File: config.mk
export PLATFORM = sky130hd
export DESIGN_NAME = queue_ctrl_param
export DESIGN_NICKNAME = d
export VERILOG_FILES = /design/src/rtl/queue_ctrl_param.sv
export SDC_FILE = /design/constraint.sdc
export NUM_CORES = 1
export LEC_CHECK = 0
export BUFFER_PORTS_ARGS = -buffer_cell sky130_fd_sc_hd__buf_4
export CAP_MARGIN = 10
export CORE_MARGIN = 3
export CORE_UTILIZATION = 30
export CTS_CLUSTER_DIAMETER = 80
export DETAILED_ROUTE_END_ITERATION = 16
export GPL_TIMING_DRIVEN = 1
export PLACE_DENSITY = 0.87
export REMOVE_ABC_BUFFERS = 1
export SETUP_SLACK_MARGIN = 0.02
export SLEW_MARGIN = 0
export SYNTH_ARGS = -nofsm -noshare
export SYNTH_HDL_FRONTEND = slang
export SYNTH_SLANG_ARGS = --single-unit
File: constraint.sdc
create_clock -name clk -period 5.8 [get_ports clk]
set_input_delay 0.58 -clock clk [delete_from_list [all_inputs] [get_ports clk]]
set_output_delay 0.58 -clock clk [all_outputs]
set_load 0.01 [all_outputs]
File: src/rtl/queue_ctrl_param.sv
// Circular-FIFO pointer/handshake controller for an external 1R/1W register queue.
// Optional sticky overflow/underflow checking: define QUEUE_CTRL_ERR_CHECK_EN.
module queue_ctrl_param #(
  parameter int BITS         = 2,
  parameter int SIZE         = 4,
  parameter int WIDTH        = 32,
  parameter int AFULL_THRESH = 3
) (
  input  logic             clk,
  input  logic             rst,
  input  logic             in_push_valid,
  input  logic [WIDTH-1:0] in_push_data,
  output logic             out_push_ready,
  output logic             out_pop_valid,
  output logic [WIDTH-1:0] out_pop_data,
  input  logic             in_pop_ready,
  output logic             out_wr_en,
  output logic [BITS-1:0]  out_wr_addr,
  output logic [WIDTH-1:0] out_wr_data,
  output logic [BITS-1:0]  out_rd_addr,
  input  logic [WIDTH-1:0] in_rd_data,
  output logic [BITS:0]    out_count,
  output logic             out_empty,
  output logic             out_full,
  output logic             out_almost_full,
  output logic             out_overflow,
  output logic             out_underflow
);

  localparam logic [BITS:0]   SIZE_C  = (BITS+1)'(SIZE);
  localparam logic [BITS:0]   AFULL_C = (BITS+1)'(AFULL_THRESH);
  localparam logic [BITS:0]   CNT_ONE = (BITS+1)'(1);
  localparam logic [BITS-1:0] PTR_ONE = BITS'(1);

  logic [BITS-1:0] wr_ptr_q, wr_ptr_d;
  logic [BITS-1:0] rd_ptr_q, rd_ptr_d;
  logic [BITS:0]   count_q, count_d;
  logic            empty, full, push, pop;

  // Status comes only from the registered count, so a same-cycle pop never frees a full slot.
  assign empty = (count_q == '0);
  assign full  = (count_q == SIZE_C);
  assign push  = in_push_valid & ~full;
  assign pop   = in_pop_ready & ~empty;

  assign out_push_ready  = ~full;
  assign out_pop_valid   = ~empty;
  assign out_empty       = empty;
  assign out_full        = full;
  assign out_almost_full = (count_q >= AFULL_C);
  assign out_count       = count_q;
  assign out_wr_en       = push;
  assign out_wr_addr     = wr_ptr_q;
  assign out_wr_data     = in_push_data;
  assign out_rd_addr     = rd_ptr_q;
  assign out_pop_data    = in_rd_data;

  // Pointers wrap naturally since SIZE == 2^BITS.
  always_comb begin
    wr_ptr_d = wr_ptr_q;
    rd_ptr_d = rd_ptr_q;
    count_d  = count_q;
    if (push) wr_ptr_d = wr_ptr_q + PTR_ONE;
    if (pop)  rd_ptr_d = rd_ptr_q + PTR_ONE;
    case ({push, pop})
      2'b10:   count_d = count_q + CNT_ONE;
      2'b01:   count_d = count_q - CNT_ONE;
      default: count_d = count_q;
    endcase
  end

  always_ff @(posedge clk or negedge rst) begin
    if (!rst) begin
      wr_ptr_q <= '0;
      rd_ptr_q <= '0;
      count_q  <= '0;
    end else begin
      wr_ptr_q <= wr_ptr_d;
      rd_ptr_q <= rd_ptr_d;
      count_q  <= count_d;
    end
  end

`ifdef QUEUE_CTRL_ERR_CHECK_EN
  logic ovf_q, ovf_d, unf_q, unf_d;

  always_comb begin
    ovf_d = ovf_q | (in_push_valid & full);
    unf_d = unf_q | (in_pop_ready & empty);
  end

  always_ff @(posedge clk or negedge rst) begin
    if (!rst) begin
      ovf_q <= 1'b0;
      unf_q <= 1'b0;
    end else begin
      ovf_q <= ovf_d;
      unf_q <= unf_d;
    end
  end

  assign out_overflow  = ovf_q;
  assign out_underflow = unf_q;
`else
  assign out_overflow  = 1'b0;
  assign out_underflow = 1'b0;
`endif

endmodule

==> impl_metrics.tcl, run 1 <==
set metrics [dict create \
    crit_chain "or3b_4, nand2_4, ha_1, inv_1, fa_1, xor2_1, nor2_1, xor2_1" \
    fin_crit_sh 0.361 \
    vias_per_cell 5.08 \
    fmax_mhz 478 \
    power_density_nw_per_um2 614 \
    cts_sinks 7 \
    crit_required_ps 5970 \
    dieWidth_um 59.8 \
    track_usage 0.273 \
    period_minus_slack_ps 2090 \
    die-area_um2 3570 \
    ys_types 17 \
    setup_viol 0 \
    place.port_buffers 16 \
    reg2reg_from "out_count[1]" \
    fin_cells 83 \
    area_growth_pct -35.5 \
    r2r-end "out_count[2]" \
    skew_ps 4.86 \
    drc 0 \
    start_kind "register" \
    cts_tree "yes" \
    ant_nets 0 \
    die_h_um 59.8 \
    placed_area_um2 533 \
    layout_commonest_cell "buf_4" \
    wire_per_inst_um 59.9 \
    cp_max_fo 6 \
    slowest_delay_ps 460 \
    crit_family "simple AND/OR/NAND/NOR gates" \
    postCtsSetupBuffers 0 \
    slowest_stage "or3b_4" \
    setup_tns_ps 0 \
    grt_pass1_wl_um 5710 \
    pin_count 147 \
    fp-row-count 18 \
    dr.first_iter.drc_count 20 \
    avgSynthCellArea_um2 8.85 \
    clock_latency_ps 250 \
    finalMaxSlewViolations 0 \
    root_buffer "clkbuf_4" \
    antenna_found_initial 0 \
    drv_cap 0 \
    gp_congestion 1.01 \
    layout-drive-gt1-share 0.472 \
    synthTopCellsByArea "buf_4, dfrtp_1, xnor2_1" \
    cts_buffers 3 \
    vdd_drop_max_v 0.000162 \
    drt-pass1-iter-count 2 \
    yosysWarnings 0 \
    worst-r2r-cell-count 8 \
    power_mw 0.344 \
    hold_violations 0 \
    cts_htree_levels 1 \
    path_buf_inv 1 \
    cts_buffer_depth 2 \
    status "finished clean" \
    worst_path_most_repeated_cell "xor2_1" \
    ctsHoldBuffers 0 \
    synth_cells 98 \
    synth.largest_area_cell "buf_4" \
    grt_pass1_vias 424 \
    cts_resized 0 \
    grt_max_degree 8 \
    drt_wl_total_um 4980 \
    placed_cells 79 \
    final_cell_mix "buf_4, dfrtp_1, inv_1" \
    leakage_nw 0.287 \
    place_hpwl_um 4820 \
    nNetsFinal 124 \
    vias 422 \
    syn-cell-area_um2 867 \
    initial_core_util 0.332 \
    grt-ovfl-total 0 \
    r2r_setup_slack_ps 3710 \
    synth-seq-area-share 0.202 \
    insertedDiodeCount 0 \
    min_path_type "input pin to asynchronous set/reset pin" \
    final_area_um2 559 \
    rsz0062_at_grt "no" \
    core_area_um2 2610 \
    cp-end-kind "register" \
    path_class "register to register" \
    crit_arrival_ps 2260 \
    yosysTopAreaCellShare 0.571 \
    clk_pin_slew_worst_paths_ps 50 \
    ys_seq_elements 7 \
]
==> metal layers <==
layer / vias to the layer above / GRT usage / wire length [µm]
li1: 138 / - / -
met3: 12 / 0.302 / 1150
met5: - / 0.0952 / 40
met2: 106 / 0.574 / 3070
met1: 164 / 0.0809 / 515
met4: 2 / 0.117 / 201
==> worst register-to-register path, stage by stage (launching register included) <==
cell	delay, ps
dfrtp_1	430
or3b_4	460
nand2_4	100
ha_1	180
inv_1	60
fa_1	370
xor2_1	150
nor2_1	110
xor2_1	150
==> kinds of logic (layout without fill, tap and decap cells) <==
family                     count (synthesis)  count (layout)  share of synthesized area
buffers and inverters                     72              26                      0.597
xor gates and xnor gates                   7               7                     0.0707
DFF                                        7               7                      0.202
and+or+nand+nor                            6               6                     0.0548
adders and majority gates                  2               2                     0.0375
AOI/OAI and AO/OA                          2               2                     0.0216
other                                      1               2                    0.00432
muxes                                      1               1                     0.0115
==> worst max path at each step <==
stage                 startpoint           end  slack (ps)  cells after the start
floorplan           out_count[0]  out_count[2]        3770                      8
global placement    out_count[0]  out_count[2]        3780                      8
detailed placement  out_count[1]  out_count[2]        3730                      8
CTS                 out_count[1]  out_count[2]        3700                      8
global route        out_count[1]  out_count[2]        3590                      8
finish              out_count[1]  out_count[2]        3710                      8
==> state kept, by name, summed over array words and instances (netlist names) <==
| name | cells |
|---|---|
| out_count | 3 |
| out_wr_addr | 2 |
| out_rd_addr | 2 |
==> power by group <==
group | switching [mW] | internal [mW]
Clock | 0.0168 | 0.0262
Sequential | 0.0321 | 0.0764
Combinational | 0.0900 | 0.102
==> layout make-up <==
type                            instances  area, µm²
Clock buffer                            4       26.3
Timing Repair Buffer                   16        120
Tap cell                               30       37.5
Sequential cell                         7        175
Multi-Input combinational cell         20        178
Inverter                                6       22.5
Fill cell                             282       2050
==> synth_stat cells <==
cell / instances
nand2_1: 1
dfrtp_1: 7
nand3_2: 1
nor2_1: 1
buf_4: 66
ha_1: 1
xnor2_1: 4
mux2i_1: 1
o31a_2: 1
or3b_4: 1
nand2_4: 1
conb_1: 1
or3_2: 1
fa_1: 1
a21o_2: 1
inv_1: 6
xor2_1: 3
==> per-stage QoR <==
step	hold WS (ps)	utilization	setup WS (ps)
3_3_place_gp	394	0.204	3780
3_5_place_dp	397	0.204	3730
5_1_grt	123	0.214	3590
6_report	133	0.214	3710
2_1_floorplan	284	-	3770
4_1_cts	130	0.214	3700
Note: power is estimated with default switching activity, not from simulation.
==> inputs of run 2 (changes only) <==
- ABC_AREA: not set -> 1
- CORE_UTILIZATION: 30 -> 26
- PLACE_DENSITY: 0.87 -> 0.77
- clock period: 5.8 -> 1.9 ns (I/O delays scaled with it)
==> run 2 against run 1 <==
Synthesized cell count increased by 24%. Clock skew decreased by 3.0 ps. Area after synthesis increased by 8.2%.
==> impl_metrics.tcl, run 2 <==
set metrics [dict create \
    start_kind "register" \
    crit_required_ps 2030 \
    period_minus_slack_ps 1740 \
    pin_count 147 \
    setup_tns_ps 0 \
    rsz0062_at_grt "no" \
    clock_latency_ps 250 \
    area_growth_pct -27.6 \
    async_flop_share 1.00 \
    crit_arrival_ps 1880 \
    drc 0 \
    cts_htree_levels 1 \
    final_cell_mix "nand2_1, buf_4, inv_1" \
    synth_common_cells "buf_4, nand2_1, inv_1" \
    grt_pass1_vias 450 \
    cp_max_fo 5 \
    synth_cells 122 \
    ys_seq_elements 7 \
    die_h_um 66.1 \
    track_usage 0.250 \
    finalMaxSlewViolations 0 \
    fin_crit_sh 0.918 \
    initial_core_util 0.275 \
    r2r_setup_slack_ps 160 \
    power_density_nw_per_um2 1720 \
    vias 565 \
    synthTopCellsByArea "buf_4, dfrtp_1, nand2_1" \
    grt_util_met2 0.473 \
    grt-ovfl-total 0 \
    layout_commonest_cell "nand2_1" \
    fp-row-count 21 \
    place_hpwl_um 5470 \
    cts_buffer_depth 2 \
    layout-drive-gt1-share 0.363 \
    synth.most_common_cell "buf_4" \
    place.port_buffers 16 \
    gp_congestion 0.919 \
    yosysWarnings 0 \
    min_path_type "input pin to register" \
    insertedDiodeCount 0 \
    nNetsFinal 151 \
    vias_per_cell 4.48 \
    avgSynthCellArea_um2 7.69 \
    leakage_nw 0.375 \
    dieWidth_um 66.1 \
    largest_reg_flops 3 \
    die-area_um2 4370 \
    synth.largest_area_cell "buf_4" \
    hold_violations 0 \
    dr.first_iter.drc_count 10 \
    fmax_mhz 573 \
    path_class "register to register" \
    syn-cell-area_um2 938 \
    synth_edf_count 0 \
    placed_cells 119 \
    vdd_drop_max_v 0.000725 \
    grt_use_met3 0.403 \
    fin_cells 126 \
    cp-end-kind "register" \
    ys_types 14 \
    drv_cap 0 \
    cts_sinks 7 \
    ant_nets 0 \
    antenna_found_initial 0 \
    status "finished clean" \
    synth-seq-area-share 0.187 \
    yosysTopAreaCellShare 0.528 \
    drt_wl_total_um 5690 \
    cts_tree "yes" \
    grt_max_degree 8 \
    root_buffer "clkbuf_4" \
    synth_ff_type "dfrtp_1" \
    drt-pass1-iter-count 4 \
    grt_use_met1 0.0922 \
    wire_per_inst_um 45.2 \
    top_usage_layer "met2" \
    clk_pin_slew_worst_paths_ps 50 \
    cts_buffers 3 \
    setup_viol 0 \
    grt_pass1_wl_um 6470 \
    core_area_um2 3420 \
    skew_ps 1.81 \
]
[run 2: cell count changes in the layout (fill, tap and decap cells not counted), sizes merged, moves of 2 or more]
| cell | before | now |
|---|---|---|
| nand3 | 1 | 7 |
| buf | 16 | 18 |
| inv | 6 | 14 |
| nand2 | 2 | 21 |
| xor2 | 3 | 0 |
| o21ai | 0 | 2 |
| xnor2 | 4 | 1 |
[run 2: layout make-up]
| class | count | area [µm²] |
|---|---|---|
| clock buffers | 4 | 26.3 |
| inverters | 14 | 55.1 |
| flip-flops and latches | 7 | 176 |
| fillers | 398 | 2740 |
| well taps | 46 | 57.6 |
| repair buffers | 19 | 145 |
| multi-input cells | 36 | 219 |
[run 2: routing by layer]
| metal | wire length [µm] | vias up |
|---|---|---|
| li1 | - | 214 |
| met1 | 667 | 226 |
| met2 | 3100 | 125 |
| met3 | 1920 | 0 |
| met4 | 0 | 0 |
| met5 | 0 | - |
[run 2: path summary, 6_finish.rpt]
kind,start,endpoint,cells after the start
setup / recovery,out_count[1],out_count[2],10
hold / removal,in_push_valid,out_wr_addr[1],3
hold reg to reg,out_wr_addr[1],out_wr_addr[1],2
setup reg to reg,out_count[1],out_count[2],10
max in group asynchronous,rst,out_count[2],2
min in group asynchronous,rst,out_count[0],2
[run 2: timing repair]
action	in CTS	in global routing
hold endpoints to repair	7	0
hold buffers	1	0
buffers inserted	0	2
endpoints found under the setup margin	0	1
gates resized for setup	0	2
[run 2: report_power, final]
group / leakage (nW) / switching [mW] / internal, mW / total [mW]
Combinational: 0.276 / 0.393 / 0.333 / 0.726
Sequential: 0.0839 / 0.0842 / 0.230 / 0.314
Clock: 0.0150 / 0.0499 / 0.0798 / 0.130
Total: 0.375 / 0.527 / 0.642 / 1.17
[run 2: worst max-delay path, cell delays in order (launching register included)]
cell	delay, ps
dfrtp_1	400
inv_2	120
nand3_4	120
nand2_4	100
ha_1	160
inv_1	60
fa_1	380
nand2_1	100
nand3_1	80
nand2_1	60
nand2_1	50
[run 2: cells by family after synthesis]
family,Yosys count,synth area share
buf+inv,80,0.584
flops,7,0.187
simple gates,29,0.171
fa+ha+maj,2,0.0347
xor+xnor,1,0.00934
other cells,1,0.00400
compound gates,2,0.0107
[run 2: per-stage QoR]
step	worst slack [ps]	cell area (µm²)	hold slack, ps	util	power (mW)
2_1_floorplan	186	447	-106	-	0.712
3_3_place_gp	146	624	7.89	0.183	0.990
3_5_place_dp	128	624	8.28	0.183	1.00
4_1_cts	112	661	211	0.193	1.14
5_1_grt	27.1	679	222	0.199	1.29
6_report	156	679	215	0.199	1.17
==> inputs of run 3 (changes only) <==
- PLACE_DENSITY: 0.77 -> 0.87
==> run 3 against run 2 <==
Design area grew 0.74%. Die area is the same. Cell count is the same. Critical endpoint is now out_count[1]. Largest cell class unchanged.
==> impl_metrics.tcl, run 3 (same netlist as run 2, synthesis figures left out) <==
set metrics [dict create \
    status "finished clean" \
    core_area_um2 3420 \
    drt-pass1-iter-count 6 \
    drt_wl_total_um 5860 \
    grt_use_met3 0.400 \
    dieWidth_um 66.1 \
    area_growth_pct -27.1 \
    final_cell_mix "nand2_1, buf_4, inv_1" \
    cts_buffers 3 \
    grt_pass1_vias 483 \
    dr.first_iter.drc_count 21 \
    grt_max_degree 8 \
    placed_cells 119 \
    fp-row-count 21 \
    skew_ps 6.84 \
    largest_reg_flops 3 \
    grt_use_met1 0.0718 \
    die_h_um 66.1 \
    start_kind "register" \
    pin_count 147 \
    place_hpwl_um 5510 \
    top_usage_layer "met2" \
    crit_arrival_ps 1980 \
    nNetsFinal 151 \
    gp_congestion 1.01 \
    clock_latency_ps 270 \
    grt_pass1_wl_um 6580 \
    insertedDiodeCount 0 \
    vias_per_cell 4.48 \
    fin_hold_ws_ps 198 \
    cts_htree_levels 1 \
    cp_max_fo 5 \
    vdd_drop_max_v 0.000319 \
    fin_cells 126 \
    cts_buffer_depth 2 \
    period_minus_slack_ps 1790 \
    root_buffer "clkbuf_4" \
    setup_viol 0 \
    cts_sinks 7 \
    vias 564 \
    finalMaxSlewViolations 0 \
    grt_util_met2 0.503 \
    layout-drive-gt1-share 0.400 \
    crit_required_ps 2080 \
    cts_tree "yes" \
    path_class "register to register" \
    clk_pin_slew_worst_paths_ps 60 \
    r2r_setup_slack_ps 110 \
    grt-ovfl-total 0 \
    cp-end-kind "register" \
    wire_per_inst_um 46.5 \
    die-area_um2 4370 \
    place.port_buffers 16 \
    antenna_found_initial 0 \
    fmax_mhz 558 \
    leakage_nw 0.376 \
    fin_crit_sh 0.943 \
    power_mw 1.21 \
    drv_cap 0 \
    power_density_nw_per_um2 1770 \
    drc 0 \
    initial_core_util 0.275 \
    hold_violations 0 \
    track_usage 0.256 \
    min_path_type "input pin to register" \
    ant_nets 0 \
]
-- run 3: changes by cell type in the layout (fill, tap and decap cells not counted), sizes merged --
| cell | delta |
|---|---|
| clkbuf | -1 |
| clkinv | +1 |
-- run 3: power breakdown --
part	total (mW)	switching, mW	internal [mW]	leakage (nW)
registers	0.321	0.0943	0.226	0.0850
logic	0.746	0.402	0.344	0.273
clock network	0.148	0.0700	0.0777	0.0177
-- run 3: per-layer routing --
metal	share of wire	routed length, µm
met1	0.11	668
met2	0.56	3260
met3	0.32	1860
met4	0.013	74
met5	0	0
-- run 3: area by class of cell --
class / count / area (µm²)
Clock buffer: 3 / 22.5
Clock inverter: 1 / 5.00
Fill cell: 383 / 2730
Inverter: 14 / 52.6
Multi-Input combinational cell: 36 / 226
Sequential cell: 7 / 175
Tap cell: 46 / 57.6
Timing Repair Buffer: 19 / 145
-- run 3: path summary, 6_finish.rpt --
| check | from | end | cells after the start |
|---|---|---|---|
| max | out_count[2] | out_count[1] | 8 |
| min | in_push_valid | out_wr_addr[0] | 3 |
| max reg2reg | out_count[2] | out_count[1] | 8 |
| min reg2reg | out_wr_addr[0] | out_wr_addr[0] | 2 |
| max in group asynchronous | rst | out_rd_addr[1] | 2 |
| min in group asynchronous | rst | out_wr_addr[1] | 2 |
-- run 3: worst max-delay path, stage by stage (launching register included) --
cell     delay [ps]
dfrtp_1         460
inv_2           120
nand3_4         110
nand2_4          80
inv_1            40
ha_2            160
inv_1           110
fa_2            450
o21ai_0         180
-- run 3: what timing repair did --
item	in CTS	in global routing
endpoints found under the hold margin	7	0
gates resized for setup	0	3
hold buffers	1	0
setup buffers	0	2
setup endpoints to repair	0	1
-- run 3: metrics by stage --
stage                     TNS [ps]  cell area (µm²)  utilization  setup WS, ps
after floorplan                  0              447            -           186
after global placement           0              624        0.183           137
after detailed placement         0              624        0.183          97.3
after CTS                        0              662        0.194          64.4
after global routing         -1.24              684        0.200         -1.24
final                            0              684        0.200           107
